`src/rtl/fp32_addsub_seq_if.sv`:
```
// Request/response bundle for the sequential FP32 add/sub unit.
// The master modport is the issuing side, which also consumes the result.
interface fp32_addsub_seq_if;
    logic        i_valid;
    logic        o_ready;
    logic [31:0] i_float_A;
    logic [31:0] i_float_B;
    logic        i_sub_mode;
    logic        o_valid;
    logic        i_ready;
    logic [31:0] o_result;
    logic        o_overflow;
    logic        o_zero;
    logic        o_NaN;

    modport master (
        output i_valid, i_float_A, i_float_B, i_sub_mode, i_ready,
        input  o_ready, o_valid, o_result, o_overflow, o_zero, o_NaN
    );

    modport slave (
        input  i_valid, i_float_A, i_float_B, i_sub_mode, i_ready,
        output o_ready, o_valid, o_result, o_overflow, o_zero, o_NaN
    );
endinterface

```
`src/rtl/fp32_addsub_seq.sv`:
```
// Multi-cycle FP32 add/sub: UNPACK, ALIGN (shift + add), iterative NORM, ROUND, DONE.
// Define FP_ROUND_RNE_EN for round-to-nearest-even; otherwise ROUND truncates.
module fp32_addsub_seq #(
    parameter int          NORM_STEP = 1,
    parameter logic [31:0] QNAN      = 32'h7FC00000
) (
    input  logic             i_clk,
    input  logic             i_rst,
    fp32_addsub_seq_if.slave bus
);
    typedef enum logic [2:0] {
        S_IDLE   = 3'd0,
        S_UNPACK = 3'd1,
        S_ALIGN  = 3'd2,
        S_NORM   = 3'd3,
        S_ROUND  = 3'd4,
        S_DONE   = 3'd5
    } state_t;

    localparam logic [4:0] STEP = 5'(NORM_STEP);

    state_t             state_r, state_s;
    logic [31:0]        a_r, a_s, b_r, b_s;
    logic               sub_r, sub_s, sign_r, sign_s, eff_sub_r, eff_sub_s;
    logic signed [9:0]  exp_r, exp_s;
    logic [26:0]        x_r, x_s, y_r, y_s;
    logic [7:0]         diff_r, diff_s;
    logic [27:0]        sum_r, sum_s;
    logic               ready_r, ready_s, valid_r, valid_s;
    logic [31:0]        result_r, result_s;
    logic               ovf_r, ovf_s, zero_r, zero_s, nan_r, nan_s;

    function automatic logic [4:0] lzc27(input logic [26:0] v);
        logic [4:0] n;
        logic       found;
        n     = 5'd0;
        found = 1'b0;
        for (int i = 26; i >= 0; i--) begin
            if (!found) begin
                if (v[i]) found = 1'b1;
                else      n = n + 5'd1;
            end
        end
        return n;
    endfunction

    // Operand classification; subnormals count as zero and keep their sign.
    logic [7:0]  ea_s, eb_s;
    logic [22:0] ma_s, mb_s;
    logic        sa_s, sb_s, zero_a_s, zero_b_s, inf_a_s, inf_b_s, nan_a_s, nan_b_s, any_nan_s;
    logic [30:0] mag_a_s, mag_b_s;
    logic [26:0] ua_s, ub_s;
    assign ea_s      = a_r[30:23];
    assign eb_s      = b_r[30:23];
    assign ma_s      = a_r[22:0];
    assign mb_s      = b_r[22:0];
    assign sa_s      = a_r[31];
    assign sb_s      = b_r[31] ^ sub_r;
    assign zero_a_s  = (ea_s == 8'd0);
    assign zero_b_s  = (eb_s == 8'd0);
    assign inf_a_s   = (ea_s == 8'hFF) && (ma_s == 23'd0);
    assign inf_b_s   = (eb_s == 8'hFF) && (mb_s == 23'd0);
    assign nan_a_s   = (ea_s == 8'hFF) && (ma_s != 23'd0);
    assign nan_b_s   = (eb_s == 8'hFF) && (mb_s != 23'd0);
    assign any_nan_s = nan_a_s | nan_b_s | (inf_a_s & inf_b_s & (sa_s ^ sb_s));
    assign mag_a_s   = zero_a_s ? 31'd0 : a_r[30:0];
    assign mag_b_s   = zero_b_s ? 31'd0 : b_r[30:0];
    assign ua_s      = {~zero_a_s, (zero_a_s ? 23'd0 : ma_s), 3'b000};
    assign ub_s      = {~zero_b_s, (zero_b_s ? 23'd0 : mb_s), 3'b000};

    // Right-shift the smaller operand, folding every lost bit into sticky.
    logic [26:0] y_sh_s, y_mask_s, y_al_s;
    always_comb begin
        y_sh_s   = y_r >> diff_r[4:0];
        y_mask_s = (27'd1 << diff_r[4:0]) - 27'd1;
        if (diff_r >= 8'd27) y_al_s = {26'd0, |y_r};
        else                 y_al_s = {y_sh_s[26:1], y_sh_s[0] | (|(y_r & y_mask_s))};
    end

    // Per-cycle left-shift amount, capped at NORM_STEP.
    logic [4:0] lz_s, step_s;
    always_comb begin
        lz_s = lzc27(sum_r[26:0]);
        if (lz_s < STEP) step_s = lz_s;
        else             step_s = STEP;
    end

    // Drop G/R/S; a mantissa carry bumps the exponent.
    logic               rnd_up_s;
    logic [24:0]        rmant_s;
    logic signed [9:0]  rexp_s;
    logic [22:0]        rfrac_s;
    always_comb begin
`ifdef FP_ROUND_RNE_EN
        rnd_up_s = sum_r[2] & (sum_r[1] | sum_r[0] | sum_r[3]);
`else
        rnd_up_s = 1'b0;
`endif
        rmant_s = {1'b0, sum_r[26:3]} + {24'd0, rnd_up_s};
        rexp_s  = exp_r + $signed({9'd0, rmant_s[24]});
        if (rmant_s[24]) rfrac_s = rmant_s[23:1];
        else             rfrac_s = rmant_s[22:0];
    end

    // Next-state and next-output logic; everything holds unless a state moves it.
    always_comb begin
        state_s = state_r;  a_s = a_r;  b_s = b_r;  sub_s = sub_r;
        sign_s = sign_r;  exp_s = exp_r;  x_s = x_r;  y_s = y_r;
        diff_s = diff_r;  eff_sub_s = eff_sub_r;  sum_s = sum_r;
        ready_s = ready_r;  valid_s = valid_r;  result_s = result_r;
        ovf_s = ovf_r;  zero_s = zero_r;  nan_s = nan_r;
        case (state_r)
            S_IDLE: begin
                if (bus.i_valid) begin
                    a_s = bus.i_float_A;  b_s = bus.i_float_B;  sub_s = bus.i_sub_mode;
                    ready_s = 1'b0;
                    state_s = S_UNPACK;
                end else begin
                    ready_s = 1'b1;
                end
            end
            S_UNPACK: begin
                if (any_nan_s) begin
                    result_s = QNAN;  nan_s = 1'b1;  valid_s = 1'b1;  state_s = S_DONE;
                end else if (inf_a_s | inf_b_s) begin
                    result_s = {(inf_a_s ? sa_s : sb_s), 8'hFF, 23'd0};
                    ovf_s = 1'b1;  valid_s = 1'b1;  state_s = S_DONE;
                end else if (zero_a_s & zero_b_s) begin
                    result_s = {sa_s & sb_s, 31'd0};
                    zero_s = 1'b1;  valid_s = 1'b1;  state_s = S_DONE;
                end else begin
                    if (mag_a_s >= mag_b_s) begin
                        x_s = ua_s;  y_s = ub_s;  sign_s = sa_s;
                        exp_s = $signed({2'b00, ea_s});  diff_s = ea_s - eb_s;
                    end else begin
                        x_s = ub_s;  y_s = ua_s;  sign_s = sb_s;
                        exp_s = $signed({2'b00, eb_s});  diff_s = eb_s - ea_s;
                    end
                    eff_sub_s = sa_s ^ sb_s;
                    state_s   = S_ALIGN;
                end
            end
            // Alignment and the 28-bit add share this cycle; |X| >= |Y| keeps the sum non-negative.
            S_ALIGN: begin
                if (eff_sub_r) sum_s = {1'b0, x_r} - {1'b0, y_al_s};
                else           sum_s = {1'b0, x_r} + {1'b0, y_al_s};
                state_s = S_NORM;
            end
            S_NORM: begin
                if (sum_r == 28'd0) begin
                    result_s = 32'd0;  zero_s = 1'b1;  valid_s = 1'b1;  state_s = S_DONE;
                end else if (sum_r[27]) begin
                    sum_s   = {1'b0, sum_r[27:2], sum_r[1] | sum_r[0]};
                    exp_s   = exp_r + 10'sd1;
                    state_s = S_ROUND;
                end else if (sum_r[26]) begin
                    if (exp_r <= 10'sd0) begin
                        result_s = {sign_r, 31'd0};  zero_s = 1'b1;  valid_s = 1'b1;  state_s = S_DONE;
                    end else begin
                        state_s = S_ROUND;
                    end
                end else begin
                    sum_s = {1'b0, sum_r[26:0] << step_s};
                    exp_s = exp_r - $signed({5'd0, step_s});
                end
            end
            S_ROUND: begin
                if (rexp_s >= 10'sd255) begin
                    result_s = {sign_r, 8'hFF, 23'd0};  ovf_s = 1'b1;
                end else begin
                    result_s = {sign_r, rexp_s[7:0], rfrac_s};
                end
                valid_s = 1'b1;
                state_s = S_DONE;
            end
            S_DONE: begin
                if (bus.i_ready) begin
                    valid_s = 1'b0;  result_s = 32'd0;
                    ovf_s = 1'b0;  zero_s = 1'b0;  nan_s = 1'b0;
                    ready_s = 1'b1;  state_s = S_IDLE;
                end else begin
                    state_s = S_DONE;
                end
            end
            default: begin
                valid_s = 1'b0;  result_s = 32'd0;
                ovf_s = 1'b0;  zero_s = 1'b0;  nan_s = 1'b0;
                ready_s = 1'b1;  state_s = S_IDLE;
            end
        endcase
    end

    // State, datapath and registered outputs; reset drops any in-flight op.
    always_ff @(posedge i_clk) begin
        if (i_rst) begin
            state_r <= S_IDLE;  a_r <= 32'd0;  b_r <= 32'd0;  sub_r <= 1'b0;
            sign_r <= 1'b0;  exp_r <= 10'sd0;  x_r <= 27'd0;  y_r <= 27'd0;
            diff_r <= 8'd0;  eff_sub_r <= 1'b0;  sum_r <= 28'd0;
            ready_r <= 1'b1;  valid_r <= 1'b0;  result_r <= 32'd0;
            ovf_r <= 1'b0;  zero_r <= 1'b0;  nan_r <= 1'b0;
        end else begin
            state_r <= state_s;  a_r <= a_s;  b_r <= b_s;  sub_r <= sub_s;
            sign_r <= sign_s;  exp_r <= exp_s;  x_r <= x_s;  y_r <= y_s;
            diff_r <= diff_s;  eff_sub_r <= eff_sub_s;  sum_r <= sum_s;
            ready_r <= ready_s;  valid_r <= valid_s;  result_r <= result_s;
            ovf_r <= ovf_s;  zero_r <= zero_s;  nan_r <= nan_s;
        end
    end

    assign bus.o_ready    = ready_r;
    assign bus.o_valid    = valid_r;
    assign bus.o_result   = result_r;
    assign bus.o_overflow = ovf_r;
    assign bus.o_zero     = zero_r;
    assign bus.o_NaN      = nan_r;
endmodule

```
`src/flat_wrapper.sv`:
```
// flat-port wrapper written by rule: the top's interface ports become plain ports
module fp32_addsub_seq_flat 
#(
    parameter int          NORM_STEP = 1,
    parameter logic [31:0] QNAN      = 32'h7FC00000
)
  (i_clk, i_rst, bus_i_valid, bus_i_float_A, bus_i_float_B, bus_i_sub_mode, bus_i_ready, bus_o_ready, bus_o_valid, bus_o_result, bus_o_overflow, bus_o_zero, bus_o_NaN);
  fp32_addsub_seq_if bus_i ();
  input  logic i_clk;
  input  logic i_rst;
  input wire logic [$bits(bus_i.i_valid)-1:0] bus_i_valid;
  input wire logic [$bits(bus_i.i_float_A)-1:0] bus_i_float_A;
  input wire logic [$bits(bus_i.i_float_B)-1:0] bus_i_float_B;
  input wire logic [$bits(bus_i.i_sub_mode)-1:0] bus_i_sub_mode;
  input wire logic [$bits(bus_i.i_ready)-1:0] bus_i_ready;
  output wire logic [$bits(bus_i.o_ready)-1:0] bus_o_ready;
  output wire logic [$bits(bus_i.o_valid)-1:0] bus_o_valid;
  output wire logic [$bits(bus_i.o_result)-1:0] bus_o_result;
  output wire logic [$bits(bus_i.o_overflow)-1:0] bus_o_overflow;
  output wire logic [$bits(bus_i.o_zero)-1:0] bus_o_zero;
  output wire logic [$bits(bus_i.o_NaN)-1:0] bus_o_NaN;
  assign bus_i.i_valid = bus_i_valid;
  assign bus_i.i_float_A = bus_i_float_A;
  assign bus_i.i_float_B = bus_i_float_B;
  assign bus_i.i_sub_mode = bus_i_sub_mode;
  assign bus_i.i_ready = bus_i_ready;
  assign bus_o_ready = bus_i.o_ready;
  assign bus_o_valid = bus_i.o_valid;
  assign bus_o_result = bus_i.o_result;
  assign bus_o_overflow = bus_i.o_overflow;
  assign bus_o_zero = bus_i.o_zero;
  assign bus_o_NaN = bus_i.o_NaN;
  fp32_addsub_seq #(.NORM_STEP(NORM_STEP), .QNAN(QNAN)) u_core (.i_clk(i_clk), .i_rst(i_rst), .bus(bus_i));
endmodule
```
`config.mk`:
```
export PLATFORM = sky130hd
export DESIGN_NAME = fp32_addsub_seq_flat
export DESIGN_NICKNAME = d
export VERILOG_FILES = /design/src/rtl/fp32_addsub_seq_if.sv /design/src/rtl/fp32_addsub_seq.sv /design/src/flat_wrapper.sv
export SDC_FILE = /design/constraint.sdc
export NUM_CORES = 1
export LEC_CHECK = 0
export CAP_MARGIN = 20
export CELL_PAD_IN_SITES_DETAIL_PLACEMENT = 1
export CELL_PAD_IN_SITES_GLOBAL_PLACEMENT = 1
export CORE_UTILIZATION = 25
export DETAILED_ROUTE_END_ITERATION = 6
export GPL_ROUTABILITY_DRIVEN = 0
export HOLD_SLACK_MARGIN = 0.02
export MAX_ROUTING_LAYER = met4
export PLACE_DENSITY_LB_ADDON = 0.1
export SLEW_MARGIN = 25
export SYNTH_ARGS = -nofsm -noshare
export SYNTH_HDL_FRONTEND = slang
export SYNTH_SLANG_ARGS = --single-unit
```
`constraint.sdc`:
```
create_clock -name i_clk -period 23.4 [get_ports i_clk]
set_input_delay 4.68 -clock i_clk [delete_from_list [all_inputs] [get_ports i_clk]]
set_output_delay 4.68 -clock i_clk [all_outputs]
set_load 0.01 [all_outputs]
```
======== Word level (Yosys, flattened, before mapping) ========
Cells that the tools add are included.
word-level totals
  bits in registers ....................... 207
  bits in latches ......................... 0
  memory bits (writable) .................. 0
  bits in read-only memories .............. 0
  bits of input ports ..................... 69
  output and inout port bits .............. 37
  word-level logic and storage cells ...... 305
  memories kept ........................... 0
cells by class
  $add $sub $neg .......................... 33
  multiply operators ...................... 0
  divide/modulo/power cells ............... 0
  magnitude comparators ................... 5
  equal/unequal tests ..................... 23
  shift operators ......................... 3
  mux-type cells .......................... 169
  bitwise operators ....................... 22
  reduce and logical (&&, ||, !) cells .... 32
operators by type and width
  operator               count
  $mux 5                 53
  $mux 32                8
  $pmux 32 s5            1
  $add 5x1->5 const B    25
  $mux 27                4
  $mux 31                3
  $mux 28                3
  $mux 1                 71
  $mux 10                6
  $pmux 28 s2            1
  $reduce_or 27->1       2
  $logic_not 23->1       2
  $mux 23                2
  $reduce_bool 23->1     2
  $ge 31x31->1           1
  $add 27x27->28         1
  $logic_not 28->1       1
  $sub 27x27->28         1
  $and 27x27->27         1
  $shl 1x5->27 const A   1
  $shl 27x5->27          1
  $shr 27x5->27          1
  $sub 27x1->27 const B  1
  $mux 3                 8
  other kinds (41)       87

======== Logic depth before layout (Yosys ltp) ========
  word-level depth ........................ 86
  mapped depth ............................ 98
  mapped depth without buffers ............ 97

======== Least setup slack after synthesis ========
Ideal clock, no wire load.
  path type ............................... reg2reg
  from .................................... reg u_core.sum_r[26]
  to ...................................... reg u_core.exp_r[9]
  setup time .............................. 0.070 ns
  data arrival time ....................... 17.640 ns
  required time ........................... 23.330 ns
  path slack .............................. 5.690 ns
  cell stages (with the launch flop) ...... 99
  path buffers ............................ 2
  clock period less this slack ............ 17.710 ns
  path through ............................ dfxtp_1 > clkbuf_1 > a21o_1 > inv_1 > ha_1 > o21a_1 > ha_1 > mux2i_1 > a21boi_0 > ha_1 > nand3_1 > nand2_1 > ha_1 > mux2i_1 > o21ai_0 > ha_1 > mux2i_1 > a21oi_1 > [63 not listed] > buf_6 > inv_1 > ha_1 > nor2b_1 > ha_1 > a21o_1 > a21o_1 > a21o_1 > a21oi_1 > o21bai_1 > a21oi_1 > o21bai_1 > a21oi_1 > inv_1 > a21o_1 > a21oi_1 > o21ai_0 > a21oi_1
on the way
  longest elaborated chain between the ends .. 86
  elaborated cells between the ends (all ways) .. 116
  those cells by class .................... add/sub (27); order compare (1); eq/ne (2); mux (84); reduce/logical (2)
ends and longest elaborated chain
  item                    RTL line                RTL
  from (decl)             fp32_addsub_seq.sv:28   logic [27:0] sum_r, sum_s;
  from (signal assigned)  fp32_addsub_seq.sv:204  diff_r <= diff_s; eff_sub_r <= eff_sub_s; sum_r <= sum_s;
  $mux 1                  fp32_addsub_seq.sv:40   if (v[i]) found = 1'b1;
  $add 1x1->2             fp32_addsub_seq.sv:41   else n = n + 5'd1;
  $mux 5                  fp32_addsub_seq.sv:40
  $mux 5                  fp32_addsub_seq.sv:39   if (!found) begin
  $add 5x1->5             fp32_addsub_seq.sv:41
  $mux 5                  fp32_addsub_seq.sv:40
  $mux 5                  fp32_addsub_seq.sv:39
  $add 5x1->5             fp32_addsub_seq.sv:41
  [70 not listed]         --
  $mux 5                  fp32_addsub_seq.sv:39
  $lt 5x1->1              fp32_addsub_seq.sv:84   if (lz_s < STEP) step_s = lz_s;
  $mux 5                  fp32_addsub_seq.sv:84
  $sub 10x6->10           fp32_addsub_seq.sv:164  exp_s = exp_r - $signed({5'd0, step_s});
  $mux 10                 fp32_addsub_seq.sv:156  end else if (sum_r[26]) begin
  $mux 10                 fp32_addsub_seq.sv:152  end else if (sum_r[27]) begin
  $mux 10                 fp32_addsub_seq.sv:150  if (sum_r == 28'd0) begin
  $pmux 10 s2             fp32_addsub_seq.sv:112  case (state_r)
  to (signal assigned)    fp32_addsub_seq.sv:203  sign_r <= sign_s; exp_r <= exp_s; x_r <= x_s; y_r <= y_s;
  to (decl)               fp32_addsub_seq.sv:25   logic signed [9:0] exp_r, exp_s;
Parallel ways exist; a longest one is shown, timed or not. The select of a mux whose other input is x is not followed.
A chain may end at the register's enable or synchronous reset.

======== Worst setup path in the final report ========
Ends and elaborated chain as after synthesis.

==> out/summary.txt <==
mux contribution to synthesized area -> 0.06568
Gate Count Post-Synth -> 2,218
GR Util met2 -> 0.2992
Synth Area in Adders -> 0.08762
drt first pass iters -> 5
routing usage on met3 -> 0.01897
Filler cells -> 7,888
clk_lat worst skew -> 0.60 ns
overall routed net length -> 61,010 µm
number of vias per cell -> 5.233
vias in the first global route -> 16,580
mapped cell area -> 16,420 µm²
largest net degree at the start of global routing -> 86
Synth Area per Inst -> 7.404 µm²
CTS H-tree depth -> 1
setup tns final -> 0 ns
nature of the critical path endpoint -> flop
# IOs -> 106
Most used DFF post-synth -> dfxtp_1
first-pass GRT wire length -> 96,150 µm
Overflow after GRT -> 0
CP Launch Type -> flop
Slew headroom -> 0.3274
post-synth top area cell -> dfxtp_1
CP peak stage delay -> 0.60 ns
GRT Util Overall -> 0.1846
initial core utilization -> 0.2538
area of the multi-input gates -> 11,570 µm²
synth unique cells -> 86
Area contributors post-synth -> dfxtp_1, ha_1, nand2_1
Async S/R FF share, synth -> 0
Clock transition at path regs -> 0.06 ns
Final Cycle Share -> 0.8672
WP data arrival -> 20.82 ns
Setup Skew -> 0.05964 ns
# hold bufs at CTS -> 0
Synth top area share -> 0.2450
status -> complete, no violations
unrepaired setup endpoints after global routing -> no
initial antenna violation count -> 0
die height -> 258.3 µm
fin nets -> 2,400
Core ar. -> 64,700 µm²
CTS tree -> done
post-CTS setup buffers -> 0
die area -> 66,720 µm²
Synth Area in Compound Gates -> 0.2421
Slew Limit Fails -> 0
grt met1 use -> 0.2447
root buffer cell -> clkbuf_16
fin crit period -> 20.29 ns
critical path's most frequent cell -> ha_1
top-count cell post-synth -> nand2_1
Hold Fails Final Rpt -> 0
share of post-route cells with drive strength above 1 -> 0.06780
Wirelength per Cell -> 19.70 µm
n_diodes -> 0
Crit Path Class -> flop to flop
post-cts sizing count -> 0
Die X -> 258.3 µm
register area share after synthesis -> 0.2450
Iteration-0 DRC Markers -> 896
Post-synth EDFFs -> 0
busiest grt layer -> met2
clock buffer depth -> 3
DRC Markers -> 0
Detail Route Antenna Nets -> 0
post-synthesis simple-gate area fraction -> 0.2434
maximum fanout along the worst path -> 30
Required @ worst endpoint -> 23.93 ns
final setup fails -> 0
area delta synth->final -> 16.72%
Max Fclk -> 49.28 MHz
Worst-Margin Slew -> 0.9835 ns
number of synthesized register bits -> 201
Hold Crit Class -> flop to flop
Max-Cap Viols -> 0
largest family of logic cells by synthesized area -> simple AND/OR/NAND/NOR gates
Post-DP HPWL -> 46,290 µm
CTS Buf Count -> 28
Vias -> 16,210
most common library cells after synthesis -> nand2_1, nor2_1, a21oi_1
slowest CP cell -> dfxtp_1
# rows -> 93
FF/Latch Area -> 4025 µm²
number of buffers added on ports -> 105
XOR/XNOR Fraction of Synth Area -> 0.06217
Synth Warn # -> 0
clock net sink count -> 201
## routing by layer
metal	up-vias	routed length, µm
met5	-	0
met4	0	1438
met3	84	1676
met2	235	28290
met1	7884	29610
li1	8003	-
## stage by stage
stage	worst slack, ns	cells	utilization	hold slack [ns]	cell area, µm²
after floorplan	5.690	2219	-	0.4411	16430
after global placement	3.818	3046	0.2808	0.4485	18160
after detailed placement	2.854	3046	0.2808	0.4546	18170
after CTS	2.761	3097	0.2961	0.4616	19160
after global routing	1.265	3097	0.2963	0.4779	19170
final	3.107	3097	0.2963	0.4592	19170
## sequential cells by signal, indices dropped and copies added, names as in the netlist
signal	cells
u_core.y_r	24
u_core.bus.o_ready	1
u_core.sign_r	1
u_core.x_r	24
u_core.bus.o_overflow	1
u_core.eff_sub_r	1
u_core.exp_r	10
u_core.sum_r	28
u_core.a_r	32
u_core.bus.o_valid	1
u_core.b_r	32
u_core.bus.o_result	32
u_core.sub_r	1
u_core.bus.o_NaN	1
u_core.diff_r	8
u_core.state_r	3
u_core.bus.o_zero	1
## logic make-up after synthesis
kind of cell / after synthesis
simple gates: 867
other cells: 1
fa+ha+maj: 114
buf+inv: 229
xor+xnor: 105
compound gates: 612
mux: 89
flops: 201
## cells in the final DEF (no fill, tap or decap), drive strengths merged, types with 8 or more instances in the layout
cell type / instances
buf: 29
a21oi: 209
mux2i: 47
a2111oi: 9
and3: 9
nand2b: 20
o22ai: 17
ha: 107
a211oi: 45
a221oi: 60
nor3: 88
a21o: 33
a31oi: 34
inv: 69
xnor2: 69
and2: 36
nand3: 26
nand2: 290
nand4: 20
nor2: 262
dfxtp: 201
nor2b: 39
clkbuf: 38
o211ai: 13
xor2: 30
clkinv: 8
o21bai: 10
mux2: 30
nor4: 32
or4: 8
a22oi: 25
clkdlybuf4s50: 104
o21ai: 90
or3: 15
mux4: 12
o21a: 9
## worst paths after layout
kind	start	endpoint	slack (ns)	depth (start not counted)
worst max register to register	u_core.sum_r[26]	u_core.exp_r[9]	3.11	96
worst max-delay path	u_core.sum_r[26]	u_core.exp_r[9]	3.11	96
worst min-delay path	u_core.diff_r[1]	u_core.diff_r[1]	0.46	2
worst min register to register	u_core.diff_r[1]	u_core.diff_r[1]	0.46	2
## cell type report
cell class | count | share of cell area
clock buffer | 38 | 0.04112
multi-input combinational | 1789 | 0.6034
inverter | 68 | 0.01332
tap | 855 | 0.05581
timing repair buffer | 133 | 0.06586
clock inverter | 13 | 0.01051
sequential | 201 | 0.2100
## critical path: cells and delay by family (launching register included)
| family | cells | cell delay (ns) |
|---|---|---|
| buffers and inverters | 3 | 0.70 |
| AND/OR/NAND/NOR | 15 | 1.99 |
| AO/OA/AOI/OAI | 37 | 6.48 |
| adder cells (fa/ha/maj) | 26 | 7.97 |
| multiplexers | 12 | 2.07 |
| flip-flops | 1 | 0.60 |
| XOR/XNOR | 3 | 0.47 |
Power is left out: the tool's default activity adds up to more than one toggle a clock period on the data nets, which glitch-free logic cannot reach.
